[src/rtl/key_code_encoder_pkg.sv]
// key_code_encoder_pkg
//   Shared constants and types for the pushbutton code encoder.
//   - Key index constants (which KEY bit performs which edit).
//   - Width of the held code.
//   - pick_winner(): resolves coincident press events by fixed priority
//     CLR > INC > DEC > LOAD.
package key_code_encoder_pkg;

  localparam int CODE_WIDTH = 3;
  localparam int NUM_KEYS   = 4;

  typedef logic [1:0] key_idx_t;

  localparam key_idx_t KEY_INC  = 2'd0;
  localparam key_idx_t KEY_DEC  = 2'd1;
  localparam key_idx_t KEY_CLR  = 2'd2;
  localparam key_idx_t KEY_LOAD = 2'd3;

  typedef struct packed {
    logic     valid;
    key_idx_t idx;
  } winner_t;

  // Highest-priority pending event; lower-priority ones are simply dropped.
  function automatic winner_t pick_winner(input logic [NUM_KEYS-1:0] evt);
    winner_t w;
    w.valid = |evt;
    if (evt[KEY_CLR]) begin
      w.idx = KEY_CLR;
    end else if (evt[KEY_INC]) begin
      w.idx = KEY_INC;
    end else if (evt[KEY_DEC]) begin
      w.idx = KEY_DEC;
    end else if (evt[KEY_LOAD]) begin
      w.idx = KEY_LOAD;
    end else begin
      w.idx = KEY_INC;
    end
    return w;
  endfunction

endpackage

[src/rtl/key_code_encoder_debounce.sv]
// key_debounce
//   Two-flop synchroniser plus counter-based debouncer for one active-low
//   pushbutton. The stable level only follows the synchronised sample after
//   DEBOUNCE_CYCLES consecutive differing samples; any matching sample
//   restarts the count.
// Ports:
//   clk_i          system clock
//   rst_i          asynchronous active-high reset
//   key_n_i        raw pushbutton, active-low, asynchronous to clk_i
//   stable_o       debounced level (1 = released, 0 = pressed)
//   pressed_evt_o  one-cycle pulse after the stable level goes released->pressed
module key_debounce #(
  parameter int DEBOUNCE_CYCLES = 500000
) (
  input  logic clk_i,
  input  logic rst_i,
  input  logic key_n_i,
  output logic stable_o,
  output logic pressed_evt_o
);

  localparam int              CNT_W    = $clog2(DEBOUNCE_CYCLES + 1);
  localparam logic [CNT_W-1:0] CNT_LAST = CNT_W'(DEBOUNCE_CYCLES - 1);
  localparam logic [CNT_W-1:0] CNT_ONE  = CNT_W'(1);

  logic             sync1_q, sync2_q;
  logic             stable_q, stable_d;
  logic             evt_q, evt_d;
  logic [CNT_W-1:0] cnt_q, cnt_d;

  // Debounce next-state: count disagreements, adopt the sample on the last one.
  always_comb begin
    cnt_d    = cnt_q;
    stable_d = stable_q;
    evt_d    = 1'b0;
    if (sync2_q == stable_q) begin
      cnt_d = '0;
    end else if (cnt_q >= CNT_LAST) begin
      stable_d = sync2_q;
      cnt_d    = '0;
      // Only the released->pressed transition is an event.
      evt_d    = ~sync2_q;
    end else begin
      cnt_d = cnt_q + CNT_ONE;
    end
  end

  // Synchroniser, counter, stable level and event registers.
  always_ff @(posedge clk_i or posedge rst_i) begin
    if (rst_i) begin
      sync1_q  <= 1'b1;
      sync2_q  <= 1'b1;
      stable_q <= 1'b1;
      cnt_q    <= '0;
      evt_q    <= 1'b0;
    end else begin
      sync1_q  <= key_n_i;
      sync2_q  <= sync1_q;
      stable_q <= stable_d;
      cnt_q    <= cnt_d;
      evt_q    <= evt_d;
    end
  end

  assign stable_o      = stable_q;
  assign pressed_evt_o = evt_q;

endmodule

[src/rtl/key_code_encoder.sv]
// key_code_encoder
//   Debounces the four board pushbuttons and turns each debounced press into
//   an edit of a held code that feeds the 7-segment decoder:
//   KEY[0] increment, KEY[1] decrement, KEY[2] clear, KEY[3] load from SW.
// Ports:
//   CLOCK_50  system clock (rising edge)
//   RESET     asynchronous active-high reset
//   KEY[3:0]  raw pushbuttons, active-low, asynchronous
//   SW[2:0]   load value, sampled on a KEY[3] event
//   code      held code
//   press     one-cycle strobe when code was updated by a key action
//   key_id    index of the key behind the last press, held until the next
module key_code_encoder
  import key_code_encoder_pkg::*;
#(
  parameter int DEBOUNCE_CYCLES = 500000,
  parameter int CODE_W          = CODE_WIDTH
) (
  input  logic              CLOCK_50,
  input  logic              RESET,
  input  logic [3:0]        KEY,
  input  logic [2:0]        SW,
  output logic [CODE_W-1:0] code,
  output logic              press,
  output logic [1:0]        key_id
);

  localparam logic [CODE_W-1:0] CODE_ONE = CODE_W'(1);

  logic [NUM_KEYS-1:0] evt_s;
  // Debounced levels are not used here; kept for other consumers.
  logic [NUM_KEYS-1:0] key_level_unused_s;
  winner_t             win_s;
  logic                accept_s;

  logic [CODE_W-1:0] code_q, code_d;
  logic              press_q, press_d;
  key_idx_t          key_id_q, key_id_d;

  genvar g;
  generate
    for (g = 0; g < NUM_KEYS; g++) begin : g_key
      key_debounce #(
        .DEBOUNCE_CYCLES(DEBOUNCE_CYCLES)
      ) u_debounce (
        .clk_i        (CLOCK_50),
        .rst_i        (RESET),
        .key_n_i      (KEY[g]),
        .stable_o     (key_level_unused_s[g]),
        .pressed_evt_o(evt_s[g])
      );
    end
  endgenerate

  // Priority select and code edit for the winning event.
  always_comb begin
    win_s    = pick_winner(evt_s);
    // An event arriving right after a strobe is dropped so press never
    // stays high for two consecutive cycles (only possible across keys).
    accept_s = win_s.valid & ~press_q;
    code_d   = code_q;
    key_id_d = key_id_q;
    press_d  = 1'b0;
    if (accept_s) begin
      press_d  = 1'b1;
      key_id_d = win_s.idx;
      case (win_s.idx)
        KEY_CLR:  code_d = '0;
        KEY_INC:  code_d = code_q + CODE_ONE;
        KEY_DEC:  code_d = code_q - CODE_ONE;
        KEY_LOAD: code_d = CODE_W'(SW);
        default:  code_d = code_q;
      endcase
    end else begin
      code_d = code_q;
    end
  end

  // Output registers.
  always_ff @(posedge CLOCK_50 or posedge RESET) begin
    if (RESET) begin
      code_q   <= '0;
      press_q  <= 1'b0;
      key_id_q <= KEY_INC;
    end else begin
      code_q   <= code_d;
      press_q  <= press_d;
      key_id_q <= key_id_d;
    end
  end

  assign code   = code_q;
  assign press  = press_q;
  assign key_id = key_id_q;

endmodule

[config.mk]
export PLATFORM = sky130hd
export DESIGN_NAME = key_code_encoder
export DESIGN_NICKNAME = d
export VERILOG_FILES = /design/src/rtl/key_code_encoder_pkg.sv /design/src/rtl/key_code_encoder_debounce.sv /design/src/rtl/key_code_encoder.sv
export SDC_FILE = /design/constraint.sdc
export NUM_CORES = 1
export LEC_CHECK = 0
export CAP_MARGIN = 25
export CORE_ASPECT_RATIO = 2
export CORE_MARGIN = 3
export CORE_UTILIZATION = 35
export CTS_CLUSTER_SIZE = 25
export DETAILED_ROUTE_END_ITERATION = 8
export PLACE_DENSITY_LB_ADDON = 0.3
export SLEW_MARGIN = 30
export SYNTH_ARGS = -nofsm -noshare
export SYNTH_HDL_FRONTEND = slang
export SYNTH_SLANG_ARGS = --single-unit
[constraint.sdc]
create_clock -name CLOCK_50 -period 5.45 [get_ports CLOCK_50]
set_clock_uncertainty 0.1 [all_clocks]
set_input_delay 1.3625 -clock CLOCK_50 [delete_from_list [all_inputs] [get_ports CLOCK_50]]
set_output_delay 1.3625 -clock CLOCK_50 [all_outputs]
set_load 0.03 [all_outputs]
# Word-level counts from Yosys, hierarchy flattened
# Index checks and enable logic that the tools add are counted.
[op_classes]
addsub = 6
n_lt_le_gt_ge = 4
eq_ne = 7
mux = 22
bitwise_logic = 10
n_reduce_logical = 6
[op_table]
columns = ["cell", "n"]
rows = [
  ["2-to-1 mux 19 bit", 8],
  ["adder 19 x 1 -> 19 bit, second input constant", 4],
  [">= comparator 19 bit, second input constant", 4],
  ["case mux 3 bit (4 select lines)", 1],
  ["2-to-1 mux 1 bit", 9],
  ["NOT 1 bit", 9],
  ["2-to-1 mux 2 bit", 4],
  ["AND reduction 2 bit", 4],
  ["== test 1 bit", 4],
  ["== test 2 bit, second input constant", 2],
  ["OR reduction 4 bit", 1],
  ["adder 3 x 1 -> 3 bit, second input constant", 1],
  ["subtractor 3 x 1 -> 3 bit, second input constant", 1],
  ["== test 2 x 1 -> 1 bit, second input constant", 1],
  ["logical NOT 2 bit", 1],
  ["AND 1 bit", 1],
]
[totals]
reg_bits = 98
in_bits = 9
output_inout_bits = 6
elab_cells = 78

# Longest topological paths before layout
[logic_depth]
depth_word = 6
mapped_depth = 8
mapped_depth_nobuf = 8

# Cells and area by module
# From an unflattened synthesis, not the netlist that was laid out.
[hier_totals]
hier_cells = 462
area_unflattened_um2 = 4709.5
[modules_own_cells]
columns = ["mod", "instances", "cells_per_inst", "area_each_um2", "seq_area_each_um2"]
rows = [
  ["key_debounce", 4, 107, 1084.8, 579.3],
  ["key_code_encoder", 1, 34, 370.4, 150.1],
]

# Least setup slack after synthesis
# No wires, ideal clock.
[synth_path]
path_kind = "register to register"
start = "register g_key[2].u_debounce.cnt_q[0]"
end = "register g_key[2].u_debounce.stable_q"
setup_time_ps = 82
arrival_time_ps = 1918
required_time_ps = 5268
path_slack_ps = 3350
stages_incl_launch_ff = 7
n_path_buf = 0
synth_period_minus_slack_ps = 2100
cell_sequence = "dfrtp_1 > ha_1 > nand4_1 > o211ai_1 > a2111oi_0 > or3_1 > mux2_2"
[synth_between]
elab_chain_len = 2
[synth_lines]
columns = ["item", "line", "text"]
rows = [
  ["start: declaration", "key_code_encoder_debounce.sv:29", "logic [CNT_W-1:0] cnt_q, cnt_d;"],
  ["start signal: assignment", "key_code_encoder_debounce.sv:60", "cnt_q <= cnt_d;"],
  [">= comparator 19 bit", "key_code_encoder_debounce.sv:38", "end else if (cnt_q >= CNT_LAST) begin"],
  ["AND reduction 2 bit (no line)", "--", ""],
  ["end signal: assignment", "key_code_encoder_debounce.sv:59", "stable_q <= stable_d;"],
  ["end: declaration", "key_code_encoder_debounce.sv:27", "logic stable_q, stable_d;"],
]
# No other way between the ends.
# A chain may end at the register's enable or synchronous reset.

# Worst setup path in the final report
[layout_path]
start = "register press_q, in the netlist press"
end = "output port press"
[layout_lines]
columns = ["item", "line", "text"]
rows = [
  ["start: declaration", "key_code_encoder.sv:37", "logic press_q, press_d;"],
  ["start signal: assignment", "key_code_encoder.sv:87", "press_q <= press_d;"],
  ["end: declaration", "key_code_encoder.sv:24", "output logic press,"],
]
# No word-level cell between the ends.

==> impl_results.md <==
- Crit. End Element: primary output
- Setup bufs post-CTS: 0
- # port buffers: 14
- Post-synth top area share: a little under half
- CTS tree: done
- Hold-fix buffers at CTS: 0
- Min setup slack post-route: 2.49 ns
- Final WL: 8.58 mm
- Yosys top cell by area: dfrtp_1
- Netlist cell types: 49
- Top delay family on crit path: buffers and inverters
- Reg2reg start: g_key[2].u_debounce.cnt_q[0]
- Normalized max-slew margin: roughly 44%
- Final Wtd Congestion: a little under 0.8
- Die W: around 87 um
- Core area: around 13000 um2
- Sequential cell area: 2470 um2
- CTS Sinks: 98
- Clock root buffer: clkbuf_16
- Worst Path Max Fanout: 7
- PostCTS Resize Cnt: 0
- Final min period: approximately 3.0 ns
- Buffers & Inverters on Critical Path: 1
- First-pass GRT wire length: 15.1 mm
- Fmax achieved: around 340 MHz
- Post-Syn Instances: around 440
- Worst skew pair latency: between 0.3 and 0.4 ns
- Kind of start point of the critical path: register
- Layout cell share with drive strength beyond 1: about 8.5%
- Wire per inst: ~14 um
- RSZ-0062 raised after global routing: no
- Worst-Margin Slew: 0.832 ns
- Leakage Power: between 2 and 2.5 nW
- Count leader, synth: nor2_1
- CTS clock-pin slew for the worst setup and hold paths: ~0.07 ns
- DRT iter0 DRCs: between 150 and 200
- Seq/Total Area, Yosys: ~54%
- CP startpoint: press
- Reg2reg setup slack: 2.95 ns
- Synthesized area: 4580 um2
- Largest net degree at the start of global routing: a little under 80
- N_diodes: 0
- Area contributors post-synth: dfrtp_1 (47%), xor2_1 (7.6%), nor2_1 (7.6%)
- FF-to-FF path depth: 7
- Vias per cell: between 5 and 6
- Pwr dens: between 200 and 300 nW/um2
- Number of max-cap violations: 0
- Reg2reg end: g_key[2].u_debounce.cnt_q[7]
- Util after Layout: 41.2%
- Synth Register Bits: between 90 and 100
- Worst EP required: ~4.0 ns
- Number of synthesized flops with an enable pin: 0
- Worst vdd ir: between 0.15 and 0.2 mV
- Synth Flop Type: dfrtp_1
- Final hold slack: 0.256 ns
- Synth-to-Final Area Change: 14.3%
- Total CTS buffers: 9
- Vias: approximately 3200
- Initial antenna violation count: 0
- Final Cycle Share: between 50% and 60%
- # fillers: around 1200
- Critical path class: register to primary output
- Post-synth ARST share: 100%
- Status: completed
- Row count: 58
- Grt ovf: 0
- I/O pins: 15
- Worst min-delay path class: register to register
- Final Setup Violations: 0
- Pins Over Slew Limit: 0
- Slowest-stage cell, CP: clkdlybuf4s50_1
- Die Ht: roughly 170 um
- Nets: ~480
- Commonest cells in the netlist: nor2_1 (93), dfrtp_1 (86), xor2_1 (40)
- GRT Total Usage: 12.8%
- Number of global-route vias before repair: between 3000 and 4000
- Die ar.: ~15000 um2
- Footprint of the multi-input gates: between 2000 and 2500 um2
- Crit path cell chain: clkdlybuf4s50_1
- DRC viols: 0
- Syn Area/Cell: 10.3 um2
- Yosys Warn Count: 0
- First-pass iteration count of the detailed router: 4
- Max stage delay on crit path: between 0.7 and 0.8 ns
- Design area: 5230 um2
- Starting Density: a little over a third
- Setup WS pre-CTS: around 2.4 ns
- DP Area: ~5000 um2
- Antenna-violating nets left: 0
- Hold Fails Final Rpt: 0
- Setup_tns: 0 ns
- Detailed placement HPWL: between 6 and 7 mm
- WP depth: 1
- CTS H-Tree Depth: 3
- CTS Buffer Depth: 2
- CP arrival: approximately 1.5 ns
- Syn Nets: approximately 460
- Worst Setup EP: press
## final cells by class
class / instances / area share [%]
Clock buffer: 10 / 4.37
Clock inverter: 6 / 2.01
Inverter: 15 / 1.17
Multi-Input combinational cell: 324 / 38.8
Sequential cell: 98 / 47.1
Tap cell: 150 / 3.59
Timing Repair Buffer: 16 / 2.96
## per-layer routing
layer / share of wire (%) / track usage [%] / up-vias / wire length [um]
li1: - / - / 1554 / -
met1: 39 / 14.4 / 1569 / 3350
met2: 58 / 23.0 / 18 / 4940
met3: 1.8 / 3.13 / 11 / 154
met4: 1.7 / 4.61 / 0 / 143
met5: 0 / 0 / - / 0
## worst min-delay path by stage
stage | from | to | slack (ns) | depth (start not counted)
global route | g_key[3].u_debounce.sync1_q | g_key[3].u_debounce.sync2_q | 0.26 | 0
global placement | g_key[1].u_debounce.sync1_q | g_key[1].u_debounce.sync2_q | 0.25 | 0
floorplan | g_key[0].u_debounce.sync1_q | g_key[0].u_debounce.sync2_q | 0.25 | 0
CTS | g_key[3].u_debounce.sync1_q | g_key[3].u_debounce.sync2_q | 0.26 | 0
detailed placement | g_key[1].u_debounce.sync1_q | g_key[1].u_debounce.sync2_q | 0.25 | 0
finish | g_key[1].u_debounce.sync1_q | g_key[1].u_debounce.sync2_q | 0.26 | 0
## cells in the final DEF, fill, tap and decap left out, drive strengths merged, types with 8 or more instances in the layout
cell type / count
nor3: 8
clkdlybuf4s50: 14
dfrtp: 86
nor4: 9
nor2: 94
xor2: 40
nand4: 11
xnor2: 30
clkbuf: 10
nand3: 27
and3: 16
inv: 15
nand2: 26
dfstp: 12
## per-stage QoR
step | instances | total power, W
6_report | 619 | 0.00150
5_1_grt | 619 | 0.00156
4_1_cts | 619 | 0.00152
3_5_place_dp | 603 | 0.000812
3_3_place_gp | 603 | 0.000810
2_1_floorplan | 443 | 0.000793
## logic make-up after synthesis
logic type | synth area share [%]
adders and majority gates | 1.53
muxes | 0.983
buffers and inverters | 1.94
AOI/OAI and AO/OA | 6.15
and+or+nand+nor | 22.2
xor gates and xnor gates | 13.4
DFF | 53.9
## flip-flops by register name (all words and copies together), names as in the netlist
signal / count
g_key.u_debounce.stable_o: 4
g_key.u_debounce.pressed_evt_o: 4
key_id: 2
g_key.u_debounce.cnt_q: 76
g_key.u_debounce.sync1_q: 4
g_key.u_debounce.sync2_q: 4
press: 1
code: 3
## power breakdown
group / total [W] / internal [W] / switching, W / leakage (nW)
combinational: 0.0000467 / 0.0000153 / 0.0000313 / 0.775
clock: 0.000705 / 0.000446 / 0.000259 / 0.166
sequential: 0.000750 / 0.000740 / 0.00000973 / 1.30
Note: power is estimated with default switching activity, not from simulation.
==> variant 1: new RTL, same settings <==
Make the reset (`RESET` and `rst_i`) synchronous in 2 clocked blocks. Comments in the files are not updated.
--- a/src/rtl/key_code_encoder_debounce.sv
+++ b/src/rtl/key_code_encoder_debounce.sv
@@ -47,5 +47,5 @@
 
   // Synchroniser, counter, stable level and event registers.
-  always_ff @(posedge clk_i or posedge rst_i) begin
+  always_ff @(posedge clk_i) begin
     if (rst_i) begin
       sync1_q  <= 1'b1;
--- a/src/rtl/key_code_encoder.sv
+++ b/src/rtl/key_code_encoder.sv
@@ -78,5 +78,5 @@
 
   // Output registers.
-  always_ff @(posedge CLOCK_50 or posedge RESET) begin
+  always_ff @(posedge CLOCK_50) begin
     if (RESET) begin
       code_q   <= '0;
Formal check against the unedited RTL: same outputs for any inputs over 10 cycles, from zero or initial values and one cycle with RESET high; that may be too few to reach the edited logic, so the function may still have changed.
==> variant 1 against the unedited design <==
- sequential cell count stayed put
- non-clock buffer count is 2 lower
- critical path depth rose by 2
- worst setup slack lost 0.27 ns
- via count is 2.4% higher
- wire length fell by 6.4%
- area after synthesis shrank 8.3%
- design area fell by 8.8%
Power is not compared: it rests on default switching activity, and its combinational part moved more than twofold at a synthesized area within 25%.
==> variant 1: results (changes against the unedited design) <==
| Metric | Value |
|---|---|
| DR vias | 3228 (was 3152) |
| WL met3 | 200 um (was 154 um) |
| Wire length per cell | 12.75 um (was 13.87 um) |
| Post-synth top flop | dfxtp_1 (was dfrtp_1) |
| Compound-Gate Fraction of Synth Area | 4.854% (was 6.146%) |
| Share of layout cells above drive strength 1 | 7.835% (was 8.529%) |
| Outcome | complete, no violations (unchanged) |
| GPL Wtd Cong | 0.8219 (was 0.7735) |
| Synth cell types | 46 (was 49) |
| Iter 0 DRT Violations | 90 (was 182) |
| Ranking of synthesized cells by area | dfxtp_1 (47%), xor2_1 (8.3%), nor2_1 (8.0%), xnor2_1 (6.0%), nand3_1 (3.2%) (was dfrtp_1 (47%), xor2_1 (7.6%), nor2_1 (7.6%), dfstp_2 (6.9%), xnor2_1 (5.7%)) |
| GRT Util Overall | 12.89% (was 12.84%) |
| Met3 Use GR | 3.285% (was 3.134%) |
| Multiplexer area fraction after synthesis | 0.9529% (was 0.9833%) |
| GR Layer Usage met1 | 13.28% (was 14.38%) |
| Critical Path End | g_key[2].u_debounce.cnt_q[16]$_SDFF_PP0_ (was press) |
| Worst reg2reg startpoint | g_key[3].u_debounce.cnt_q[11]$_SDFF_PP0_ (was g_key[2].u_debounce.cnt_q[0]$_DFF_PP0_) |
| Cell count after placement | 614 (was 603) |
| First-pass GRT wire length | 14280 um (was 15080 um) |
| Worst reg-to-reg path cell count | 5 (was 7) |
| CP Launch Point | RESET (was press$_DFF_PP0_) |
| Area post-placement | 0.004456 sq mm (was 0.004897 sq mm) |
| Nets | 494 (was 478) |
| Worst Hold Depth | 1 (was 0) |
| Met1 wire length | 3244 um (was 3349 um) |
| GR Util met2 | 23.79% (was 22.97%) |
| Fin crit period | 3.232 ns (was 2.959 ns) |
| RR Endpoint | g_key[3].u_debounce.pressed_evt_o$_SDFF_PP0_ (was g_key[2].u_debounce.cnt_q[7]$_DFF_PP0_) |
| Xor-xnor portion of the synthesized cell area | 14.38% (was 13.38%) |
| Synth cell count leaders | dfxtp_1 (98), nor2_1 (89), xor2_1 (40) (was nor2_1 (93), dfrtp_1 (86), xor2_1 (40)) |
| R2R setup slack | 3.15 ns (was 2.95 ns) |
| Largest fanout on the critical path | 27 (was 7) |
| Post-synth ARST share | 0% (was 100.0%) |
==> variant 1: cell count changes in the layout (fill, tap and decap cells not counted), moves of 4 or more <==
cell     unedited run  this run
a21oi_1             6        13
dfrtp_1            86         0
dfstp_2            12         0
dfxtp_1             0        98
inv_1              14         7
mux2i_1             0         4
nand4_1            11        17
nor2_1             93        89
nor3_1              8        26
or2_2               0        11
==> variant 1: power by group <==
group	total (mW)	internal, mW	switching, mW
Clock	0.649	0.364	0.285
Combinational	0.0185	0.00878	0.00976
Sequential	0.721	0.719	0.00197
==> variant 1: how the worst min path moves through the flow <==
stage / from / end / slack [ns]
floorplan: g_key[0].u_debounce.sync1_q$_SDFF_PP1_ / g_key[0].u_debounce.sync2_q$_SDFF_PP1_ / 0.29
finish: g_key[2].u_debounce.sync1_q$_SDFF_PP1_ / g_key[2].u_debounce.sync2_q$_SDFF_PP1_ / 0.31
detailed placement: g_key[2].u_debounce.sync1_q$_SDFF_PP1_ / g_key[2].u_debounce.sync2_q$_SDFF_PP1_ / 0.30
global route: g_key[3].u_debounce.sync1_q$_SDFF_PP1_ / g_key[3].u_debounce.sync2_q$_SDFF_PP1_ / 0.33
global placement: g_key[0].u_debounce.sync1_q$_SDFF_PP1_ / g_key[0].u_debounce.sync2_q$_SDFF_PP1_ / 0.29
CTS: g_key[2].u_debounce.sync1_q$_SDFF_PP1_ / g_key[2].u_debounce.sync2_q$_SDFF_PP1_ / 0.32
==> variant 1: cell type report <==
cell class | count | area, sq um
fill | 1147 | 6929
inverter | 7 | 26.28
tap | 145 | 181.4
clock buffer | 9 | 225.2
timing repair buffer | 14 | 140.1
clock inverter | 7 | 83.83
sequential | 98 | 1962
multi-input combinational | 350 | 2153
==> variant 1: critical path: stages <==
cell and delay, ns:
clkdlybuf4s50_1 0.81, or4_1 1.02, nor2_1 0.20
==> variant 2: new RTL, same settings <==
Without the edit above. `CODE_WIDTH`: 3 -> 5.
--- a/src/rtl/key_code_encoder_pkg.sv
+++ b/src/rtl/key_code_encoder_pkg.sv
@@ -7,5 +7,5 @@
 package key_code_encoder_pkg;
 
-  localparam int CODE_WIDTH = 3;
+  localparam int CODE_WIDTH = 5;
   localparam int NUM_KEYS   = 4;
 
Ports: changed (resized code); port bits go from 15 to 17. The function was not compared with the original's and may differ.
==> variant 2 against the unedited design <==
- non-clock buffer count up 1
- sequential share of layout area decreased by 2.3 points
- area after synthesis is 7.5% higher
- via count up 6.8%
- count of clock-buffer cells in the layout increased by 2
- worst setup slack got worse by 0.017 ns
- wire length rose by 5.3%
- design area rose by 7.2%
- critical path depth unchanged
- combinational power is 2% higher
- sequential cell count up 2
- total power up 1.4%
- cell count increased by 11%
- hold slack lost 0.0014 ns
- critical path type unchanged
- critical endpoint is now code[0]
- largest cell class unchanged
- largest power group unchanged
- highest routed layer unchanged
==> variant 2: results (changes against the unedited design) <==
| Metric | Value |
|---|---|
| Port-buffer cells | 16 (was 14) |
| P_leak | 2.381 nW (was 2.242 nW) |
| Post-CTS setup buffer count | 0 (unchanged) |
| Iter 0 DRT Violations | 139 (was 182) |
| R2R setup slack | 3.17 ns (was 2.95 ns) |
| Worst Hold Depth | 0 (unchanged) |
| Synth cell count leaders | dfrtp_1 (88), nor2_1 (79), xor2_1 (45) (was nor2_1 (93), dfrtp_1 (86), xor2_1 (40)) |
| Wire length per cell | 13.21 um (was 13.87 um) |
| Ranking of synthesized cells by area | dfrtp_1 (45%), xor2_1 (8.0%), dfstp_2 (6.4%), nor2_1 (6.0%), xnor2_1 (4.6%) (was dfrtp_1 (47%), xor2_1 (7.6%), nor2_1 (7.6%), dfstp_2 (6.9%), xnor2_1 (5.7%)) |
| Fillers | 1302 (was 1205) |
| GPL Wtd Cong | 0.7917 (was 0.7735) |
| DR vias | 3367 (was 3152) |
| Tightest hold margin | 0.2549 ns (was 0.2563 ns) |
| Worst reg-to-reg path cell count | 5 (was 7) |
| GRT Util Overall | 12.30% (was 12.84%) |
| Adder-cell share of the synthesized area | 2.184% (was 1.530%) |
| Mean area per synthesized cell | 10.41 sq um (was 10.34 sq um) |
| Xor-xnor portion of the synthesized cell area | 12.62% (was 13.38%) |
| Seq/Total Area, Yosys | 51.10% (was 53.87%) |
| Compound-Gate Fraction of Synth Area | 8.382% (was 6.146%) |
| Multiplexer area fraction after synthesis | 0.8890% (was 0.9833%) |
| Sw Ratio | 19.85% (was 19.97%) |
| Worst reg2reg startpoint | g_key[0].u_debounce.cnt_q[11]$_DFF_PP0_ (was g_key[2].u_debounce.cnt_q[0]$_DFF_PP0_) |
| Syn_nets | 490 (was 457) |
| Synth cell types | 51 (was 49) |
| VDD IR-drop max | 0.0001707 V (was 0.0001831 V) |
| Vias in the first global route | 3499 (was 3295) |
| Nets | 510 (was 478) |
| First-pass GRT wire length | 15910 um (was 15080 um) |
| Area post-placement | 0.005274 sq mm (was 0.004897 sq mm) |
| Relative slew slack | 42.75% (was 44.01%) |
| Cell count after placement | 668 (was 603) |
| Outcome | complete, no violations (unchanged) |
| Final WL | 9039 um (was 8584 um) |
## variant 2: cell types whose count changed in the layout (fill, tap and decap cells not counted), sizes merged, moves of 5 or more
cell   unedited run  this run
o21ai             5        11
nor2             94        79
nand3            27        33
nor3              8        23
xor2             40        45
nand2            26        31
## variant 2: final cells by class
type	instances	area [sq um]	share of cell area, %
well taps	186	232.7	4.147
inverters	13	53.80	0.9588
multi-input cells	352	2305	41.07
flip-flops and latches	100	2517	44.86
repair buffers	17	167.7	2.988
clock inverters	4	98.84	1.761
clock buffers	12	236.5	4.214
## variant 2: power by group through the flow
stage               clock, mW  sequential (mW)  combinational [mW]
floorplan                   0            0.776              0.0349
finish                  0.710            0.765              0.0475
global route            0.762            0.766              0.0552
detailed placement          0            0.778              0.0492
CTS                     0.737            0.764              0.0492
global placement            0            0.778              0.0479
## variant 2: per-stage QoR
step / util (%) / setup slack [ns]
2_1_floorplan: - / 1.389
3_3_place_gp: 38.81 / 2.481
3_5_place_dp: 38.81 / 2.436
4_1_cts: 41.28 / 2.450
5_1_grt: 41.30 / 2.386
6_report: 41.30 / 2.474
## variant 2: worst max path at each step
| stage | from | cells after the start | to |
|---|---|---|---|
| after floorplan | RESET | 1 | code[0]$_DFFE_PP0P_ |
| after global placement | RESET | 3 | code[3]$_DFFE_PP0P_ |
| after CTS | code[0]$_DFFE_PP0P_ | 1 | code[0] |
| after detailed placement | RESET | 3 | code[3]$_DFFE_PP0P_ |
| after global routing | code[0]$_DFFE_PP0P_ | 1 | code[0] |
| final | code[0]$_DFFE_PP0P_ | 1 | code[0] |
## variant 2: cells by family (layout without fill, tap and decap cells)
| family | Yosys count | after routing |
|---|---|---|
| and+or+nand+nor | 224 | 224 |
| DFF | 100 | 100 |
| xor gates and xnor gates | 71 | 71 |
| AOI/OAI and AO/OA | 45 | 45 |
| buffers and inverters | 21 | 46 |
| adders and majority gates | 8 | 8 |
| muxes | 4 | 4 |
## variant 2: per-layer routing
layer | vias to the layer above | global-route usage (%) | wire length [um]
li1 | 1677 | - | -
met1 | 1640 | 13.27 | 3657
met2 | 37 | 23.36 | 4965
met3 | 13 | 2.085 | 220
met4 | 0 | 5.051 | 195
met5 | - | 0 | 0
